[src/rtl/mem_port_arbiter.sv]
// mem_port_arbiter: shares one single-ported memory between fetch and data ports
module mem_port_arbiter #(
  parameter int MEM_LAT  = 1,
  parameter int MAX_WAIT = 4
) (
  input  logic        clk,
  input  logic        reset,
  input  logic        if_req,
  input  logic [31:0] if_addr,
  output logic        if_ack,
  output logic [31:0] if_rdata,
  input  logic        d_req,
  input  logic        d_we,
  input  logic [3:0]  d_be,
  input  logic [31:0] d_addr,
  input  logic [31:0] d_wdata,
  output logic        d_ack,
  output logic [31:0] d_rdata,
  output logic        mem_en,
  output logic        mem_we,
  output logic [3:0]  mem_be,
  output logic [31:0] mem_addr,
  output logic [31:0] mem_wdata,
  input  logic [31:0] mem_rdata,
  output logic        busy,
  output logic        grant_d
);
  localparam logic [3:0] LAT = 4'(MEM_LAT);
  localparam logic [3:0] MW  = 4'(MAX_WAIT);
  typedef enum logic [1:0] {IDLE, ISSUE, WAIT, RESP} state_t;
  state_t state, state_n;
  logic [3:0] lat_cnt, starve_cnt;
  logic win_f, win_d, grant;
  // arbitration (fetch only wins a contested slot once starved) and next state
  always_comb begin
    win_f = if_req && (!d_req || starve_cnt == MW);
    win_d = d_req && !win_f;
    grant = state == IDLE && (win_f || win_d);
    state_n = state == IDLE  ? (grant ? ISSUE : IDLE) :
              state == ISSUE ? WAIT :
              state == WAIT  ? (lat_cnt == 4'd1 ? RESP : WAIT) : IDLE;
  end
  // state register
  always_ff @(posedge clk) begin
    if (reset) state <= IDLE;
    else state <= state_n;
  end
  // registered datapath: latch winner at grant, strobe memory in ISSUE, capture read data on the last WAIT cycle
  always_ff @(posedge clk) begin
    if (reset) begin
      if_ack <= 1'b0;
      if_rdata <= '0;
      d_ack <= 1'b0;
      d_rdata <= '0;
      mem_en <= 1'b0;
      mem_we <= 1'b0;
      mem_be <= '0;
      mem_addr <= '0;
      mem_wdata <= '0;
      busy <= 1'b0;
      grant_d <= 1'b0;
      lat_cnt <= '0;
      starve_cnt <= '0;
    end else begin
      mem_en <= grant;
      if_ack <= 1'b0;
      d_ack <= 1'b0;
      busy <= state_n != IDLE;
      if (grant) begin
        grant_d <= win_d;
        mem_we <= win_d && d_we;
        mem_be <= win_d && d_we ? d_be : 4'hF;
        mem_addr <= win_d ? d_addr : if_addr;
        mem_wdata <= win_d ? d_wdata : '0;
      end
      if (state == IDLE)
        starve_cnt <= win_f ? '0 : (if_req && win_d && starve_cnt != MW) ? starve_cnt + 4'd1 : starve_cnt;
      if (state == ISSUE) lat_cnt <= LAT;
      if (state == WAIT) begin
        lat_cnt <= lat_cnt - 4'd1;
        if (lat_cnt == 4'd1) begin
          if_ack <= !grant_d;
          d_ack <= grant_d;
          if_rdata <= grant_d ? if_rdata : mem_rdata;
          d_rdata <= grant_d ? (mem_we ? '0 : mem_rdata) : d_rdata;
        end
      end
    end
  end
endmodule

[config.mk]
export PLATFORM = sky130hd
export DESIGN_NAME = mem_port_arbiter
export DESIGN_NICKNAME = d
export VERILOG_FILES = /design/src/rtl/mem_port_arbiter.sv
export SDC_FILE = /design/constraint.sdc
export NUM_CORES = 1
export LEC_CHECK = 0
export BUFFER_PORTS_ARGS = -buffer_cell sky130_fd_sc_hd__buf_4
export CORE_ASPECT_RATIO = 0.75
export CORE_MARGIN = 2
export CORE_UTILIZATION = 47
export DETAILED_ROUTE_END_ITERATION = 8
export PLACE_DENSITY = 0.81
export SLEW_MARGIN = 0
export SYNTH_ARGS = -nofsm -noshare
export SYNTH_HDL_FRONTEND = slang
export SYNTH_SLANG_ARGS = --single-unit
[constraint.sdc]
create_clock -name clk -period 1.7 [get_ports clk]
set_input_delay 0 -clock clk [delete_from_list [all_inputs] [get_ports clk]]
set_output_delay 0 -clock clk [all_outputs]
set_load 0.02 [all_outputs]
==> flow_summary_export.csv, run 1 <==
group,metric,value,unit
floorplan,fp-row-count,35,
cts,tritoncts,"yes",
drt,firstDrtPassIters,6,
synth,synth_edf_count,0,
hold_path,holdPathEnd,"mem_we",
global_routing,antenna_found_initial,1,
drt,wirelength,23300,microns
hold_path,worstHoldStart,"d_we",
cells_and_area,drive_gt1_share,32.1,%
synth,synth.most_common_cell,"dfxtp_1",
floorplan,initial_core_util,48.8,%
synth,muxShareOfSynthArea,0,%
sta,period_minus_slack,1.68,ns
place,dp_slack,-0.0249,ns
setup_path,r2r_end,"mem_addr[9]",
drt,vias_per_cell,5.85,
run_status,outcome,"finished clean",
power,leakage,0.00437,uW
cells_and_area,final_cells,1236,
drt,detailroute.via_count,7228,
cts,cts_max_level,4,
setup_path,crit_fanout,16,
place,placed_cells,1067,
setup_path,worst-endpoint-arrival,1.95,ns
setup_path,r2r_cells,6,
global_routing,grt_remaining_overflow,0,
synth,netlist_area,6090,sq um
synth,synthCells,688,
floorplan,dieArea,13900,sq um
drt,post_drt_wl_per_cell,18.9,microns
cells_and_area,fin_nets,1200,
floorplan,die_x,135,microns
sta,tns,0,ns
synth,synth-seq-cells,148,
synth,avgSynthCellArea,8.85,sq um
setup_path,required,1.97,ns
setup_path,r2r_setup_slack,0.02,ns
synth,ys_top_cells_by_area,"dfxtp_1 (49%), o21ai_0 (11%), a21oi_1 (8.4%)",
cells_and_area,fillCellCount,716,
sta,maxSlewHeadroom,41.7,%
cells_and_area,area_delta_synth_final,68.9,%
cells_and_area,seq_area,2960,sq um
synth,postSynthNetCount,832,
drt,ant_nets,0,
cts,cts_buffer_depth,2,
setup_path,critPathKind,"flip-flop to flip-flop",
synth,synth_cell_type_count,37,
sta,fin_crit_sh,98.8,%
drt,drc,0,
synth,synth_top_family_by_area,"compound AO/OA/AOI/OAI gates",
drt,drt_iter0_drc,671,
synth,synthSimpleGateAreaFrac,14.6,%
place,placed_cell_area,8270,sq um
hold_path,hold_path_depth,4,
synth,ys_async_sr_fraction,0,%
cells_and_area,multiInputGateArea,2770,sq um
cts,cts_root_buffer,"clkbuf_16",
synth,synth_fa_ha_area_share,1.44,%
sta,fmax,0.596,GHz
cts,worstSkewPairLatency,0.41,ns
synth,synth_xor_xnor_area_share,0,%
floorplan,io_pins,275,
setup_path,crit_path_start_kind,"flip-flop",
hold_path,hp-class,"input port to flip-flop",
synth,synth-seq-area-share,48.7,%
setup_path,r2r_start,"starve_cnt[0]",
floorplan,die_h,103,microns
synth,synth_top_area_share,48.7,%
global_routing,grt.total_usage,31.6,%
synth,synth_flop_cell,"dfxtp_1",
cells_and_area,final_util,82.4,%
sta,setup_ws,0.0210,ns
cts,path_clk_slew,0.06,ns
sta,hold_viol,0,
place,place_congestion,0.809,
global_routing,grt_max_degree,100,
synth,synthTopCellsByCount,"dfxtp_1 (148), o21ai_0 (130), a21oi_1 (102)",
power,power_density,998,nW/um^2
cells_and_area,final_area,10300,sq um
global_routing,first_global_vias,6899,
place,port-buffer-count,274,
floorplan,core_area,12500,sq um
sta,drv_slew,0,
synth,yosys_warnings,0,
cts,cts_made_buffers,17,
cts,clock-sinks,148,
synth,yosysTopAreaCell,"dfxtp_1",
sta,fin_worst_skew,0.0145,ns
power,irDropWorstVdd,0.000717,V
global_routing,grt_pass1_wl,34900,microns
flow_run,cap_viol_max_count,0,
sta,worstMarginPinSlew,0.874,ns
place,hpwlAfterDp,12100,microns
sta,setup_viol,0,
synth,synth_compound_area_share,28.7,%
setup_path,crit_path_end_kind,"flip-flop",
[per-stage QoR]
step                hold slack (ns)  total power, uW
CTS                          0.0196            10100
finish                       0.0564            10300
floorplan                     0.134             5090
detailed placement            0.221             6010
global route                 0.0552            10600
global placement              0.218             5990
[how the worst max path moves through the flow]
stage                   from  slack (ns)  depth (start not counted)       endpoint
6_report       starve_cnt[0]        0.02                          6    mem_addr[9]
5_1_grt        starve_cnt[1]       -0.03                          6    mem_addr[9]
4_1_cts             state[0]        0.06                          6    mem_addr[9]
3_5_place_dp        state[0]       -0.02                          6   mem_addr[21]
3_3_place_gp        state[0]        0.03                          6   mem_addr[14]
2_1_floorplan  starve_cnt[0]        0.19                          7  mem_wdata[27]
[sequential cells by signal (all words and copies together) (netlist names)]
signal,cells
d_rdata,32
if_rdata,32
mem_addr,32
mem_wdata,32
lat_cnt,4
mem_be,4
starve_cnt,4
state,2
busy,1
d_ack,1
grant_d,1
if_ack,1
mem_en,1
mem_we,1
[cell families (layout without fill, tap and decap cells)]
logic type / count (synthesis) / after routing
buffers and inverters: 91 / 471
adder cells (fa/ha/maj): 7 / 7
AND/OR/NAND/NOR: 134 / 134
AO/OA/AOI/OAI: 308 / 309
flip-flops: 148 / 148
other: 0 / 1
[cells in the final DEF, fill, tap and decap left out, drive strengths merged, types with 7 or more instances in the layout]
cell type and count:
a21oi 102, a31o 32, a31oi 33, and3 33, buf 294, clkbuf 20, dfxtp 148, dlygate4sd3 133
ha 7, inv 14, nand3 35, nand4b 36, o21ai 132
[area by class of cell]
type | count | share of cell area [%]
inverters | 11 | 0.402
repair buffers | 428 | 35.8
clock inverters | 13 | 1.69
diodes | 1 | 0.0243
multi-input cells | 450 | 26.9
clock buffers | 19 | 4.31
well taps | 166 | 2.02
flip-flops and latches | 148 | 28.8
[worst max-delay path, cell delays in order (launching register included)]
cell	delay, ns
dfxtp_1	0.37
inv_1	0.11
ha_4	0.19
and4b_2	0.27
clkbuf_16	0.20
o21ai_0	0.26
a21oi_1	0.15
[report_power, final]
group / leakage, uW / switching (uW) / total [uW] / internal (uW)
clock network: 0.000296 / 1530 / 3910 / 2380
logic: 0.00286 / 1330 / 2440 / 1110
registers: 0.00121 / 167 / 3910 / 3740
[metal layers]
metal	up-vias	global-route usage (%)	part of all wire [%]
met1	3355	38.9	39
met4	0	17.9	5.0
li1	3293	-	-
met2	472	53.1	48
met5	-	0	0
met3	108	5.65	7.4
[what timing repair did]
action,CTS,global route
endpoints found under the setup margin,24,38
gates cloned,0,2
resized for setup,1,8
hold endpoints to repair,136,0
pin swaps,0,2
setup buffers,0,1
hold buffers,133,0
Note: power is estimated with default switching activity, not from simulation.
==> run 2, diff against run 1 <==
Settings changed: CORE_UTILIZATION 47 to 49, CTS_BUF_LIST set to sky130_fd_sc_hd__clkbuf_2, PLACE_DENSITY 0.81 to 0.84, REMOVE_ABC_BUFFERS set to 1.
==> flow_summary_export.csv, run 2 (synthesized netlist as in run 1, its figures left out) <==
group,metric,value,unit
setup_path,cpPeakStageDelay,0.39,ns
sta,period_minus_slack,1.62,ns
floorplan,io_pins,275,
cells_and_area,seq_area,2970,sq um
cells_and_area,mostFrequentLayoutCell,"buf_4",
place,dp_slack,0.121,ns
place,hpwlAfterDp,12500,microns
cells_and_area,fin_nets,1215,
cts,clock-sinks,148,
cts,path_clk_slew,0.27,ns
cells_and_area,drive_gt1_share,32.2,%
drt,detailroute.via_count,7509,
sta,maxSlewHeadroom,58.2,%
hold_path,worstHoldStart,"d_wdata[25]",
setup_path,worst-endpoint-arrival,2.26,ns
setup_path,r2r_end,"mem_addr[4]",
setup_path,critical_path.startpoint,"starve_cnt[0]",
setup_path,slowest_stage,"dfxtp_2",
hold_path,hold_path_depth,3,
floorplan,fp-row-count,35,
sta,worstMarginPinSlew,0.626,ns
floorplan,initial_core_util,49.8,%
power,switching_share,33.5,%
power,power.share.combinational,29.5,%
drt,wirelength,25400,microns
hold_path,hp-class,"input port to flip-flop",
cells_and_area,multiInputGateArea,2750,sq um
power,power_switching,2890,uW
cts,cts_made_buffers,17,
setup_path,cp_cell_sequence,"inv_1 -> ha_2 -> and4b_2 -> buf_4 -> clkbuf_16 -> o21ai_0 -> a21oi_1",
setup_path,critPathKind,"flip-flop to flip-flop",
floorplan,die_h,101,microns
place,place_congestion,0.896,
sta,fmax,0.618,GHz
cts,cts_max_level,4,
place,placed_cell_area,8340,sq um
sta,setup_ws,0.0816,ns
sta,setup_viol,0,
sta,fin_worst_skew,0.0581,ns
power,pwr-share-seq,45.7,%
drt,vias_per_cell,6.00,
power,power_density,852,nW/um^2
drt,ant_nets,0,
power,p_int,5720,uW
drt,post_drt_wl_per_cell,20.3,microns
hold_path,holdPathEnd,"mem_wdata[25]",
setup_path,crit_fanout,16,
global_routing,antenna_found_initial,2,
run_status,outcome,"finished clean",
setup_path,crit_path_end_kind,"flip-flop",
global_routing,grt_max_degree,84,
setup_path,r2r_setup_slack,0.08,ns
global_routing,grt_remaining_overflow,0,
floorplan,core_area,12200,sq um
power,leakage,0.00430,uW
setup_path,required,2.34,ns
setup_path,r2r_cells,7,
setup_path,crit_path_start_kind,"flip-flop",
cells_and_area,final_area,10100,sq um
floorplan,die_x,133,microns
drt,drt_iter0_drc,773,
power,p_clk_share,24.8,%
global_routing,first_global_vias,7317,
global_routing,grt.total_usage,35.9,%
sta,rsz0062_at_grt,"yes",
sta,hold_viol,0,
cells_and_area,final_cell_mix,"buf_4 (288), dfxtp_1 (145), dlygate4sd3_1 (142), o21ai_0 (129), a21oi_1 (102)",
cells_and_area,final_util,82.6,%
drt,firstDrtPassIters,5,
global_routing,grt_pass1_wl,38200,microns
cts,tritoncts,"yes",
sta,drv_slew,0,
cts,cts_buffer_depth,2,
power,irDropWorstVdd,0.000565,V
drt,drc,0,
sta,fin_crit_sh,95.2,%
cells_and_area,fillCellCount,681,
cts,cts_root_buffer,"clkbuf_2",
flow_run,cap_viol_max_count,0,
cells_and_area,area_delta_synth_final,65.8,%
setup_path,r2r_start,"starve_cnt[0]",
floorplan,dieArea,13300,sq um
place,port-buffer-count,274,
cts,worstSkewPairLatency,0.72,ns
run 2: worst max-delay path by stage:
stage,slack [ns],cells after the start,endpoint
6_report,0.08,7,mem_addr[4]
5_1_grt,-0.02,6,busy
4_1_cts,0.05,2,grant_d
3_5_place_dp,0.12,6,mem_wdata[31]
3_3_place_gp,0.17,6,mem_wdata[0]
2_1_floorplan,-0.82,3,d_rdata[0]
run 2: metrics by stage:
stage | hold WS [ns] | cells | setup TNS (ns) | total power [uW]
3_5_place_dp | 0.221 | 1073 | 0 | 6070
2_1_floorplan | 0.0667 | 608 | -91.40 | 4950
6_report | 0.0627 | 1252 | 0 | 8600
4_1_cts | 0.000297 | 1247 | 0 | 8420
3_3_place_gp | 0.216 | 1073 | 0 | 6040
5_1_grt | 0.0259 | 1252 | -0.0355 | 8910
run 2: timing repair:
action,in CTS,in global routing
hold endpoints to repair,148,0
endpoints found under the setup margin,0,34
gates resized for setup,0,8
hold buffers,142,0
setup buffers,0,1
run 2: layout make-up:
cell class | instances | area share, %
inverter | 11 | 0.409
sequential | 148 | 29.4
timing repair buffer | 444 | 38.3
multi-input combinational | 449 | 27.3
clock buffer | 18 | 0.893
antenna | 2 | 0.0496
clock inverter | 14 | 1.60
tap | 166 | 2.06
run 2: worst max-delay path: cells and delay by family, from the launching register on:
family          cells  cell delay [ns]
compound gates      2             0.34
fa+ha+maj           1             0.22
buf+inv             3             0.39
flops               1             0.39
simple gates        1             0.26
run 2: power by group through the flow:
stage          Clock, uW  Combinational (uW)  Sequential [uW]
2_1_floorplan          0                 664             4280
3_3_place_gp           0                2080             3960
3_5_place_dp           0                2110             3960
4_1_cts             2140                2380             3890
5_1_grt             2290                2660             3950
6_report            2140                2530             3930
run 2: layer usage:
metal	vias up	share of wire (%)	global-route usage (%)
met5	-	0	0
met1	3543	37	41.6
met3	140	7.3	5.48
met2	494	50	63.2
met4	0	6.1	22.3
li1	3332	-	-
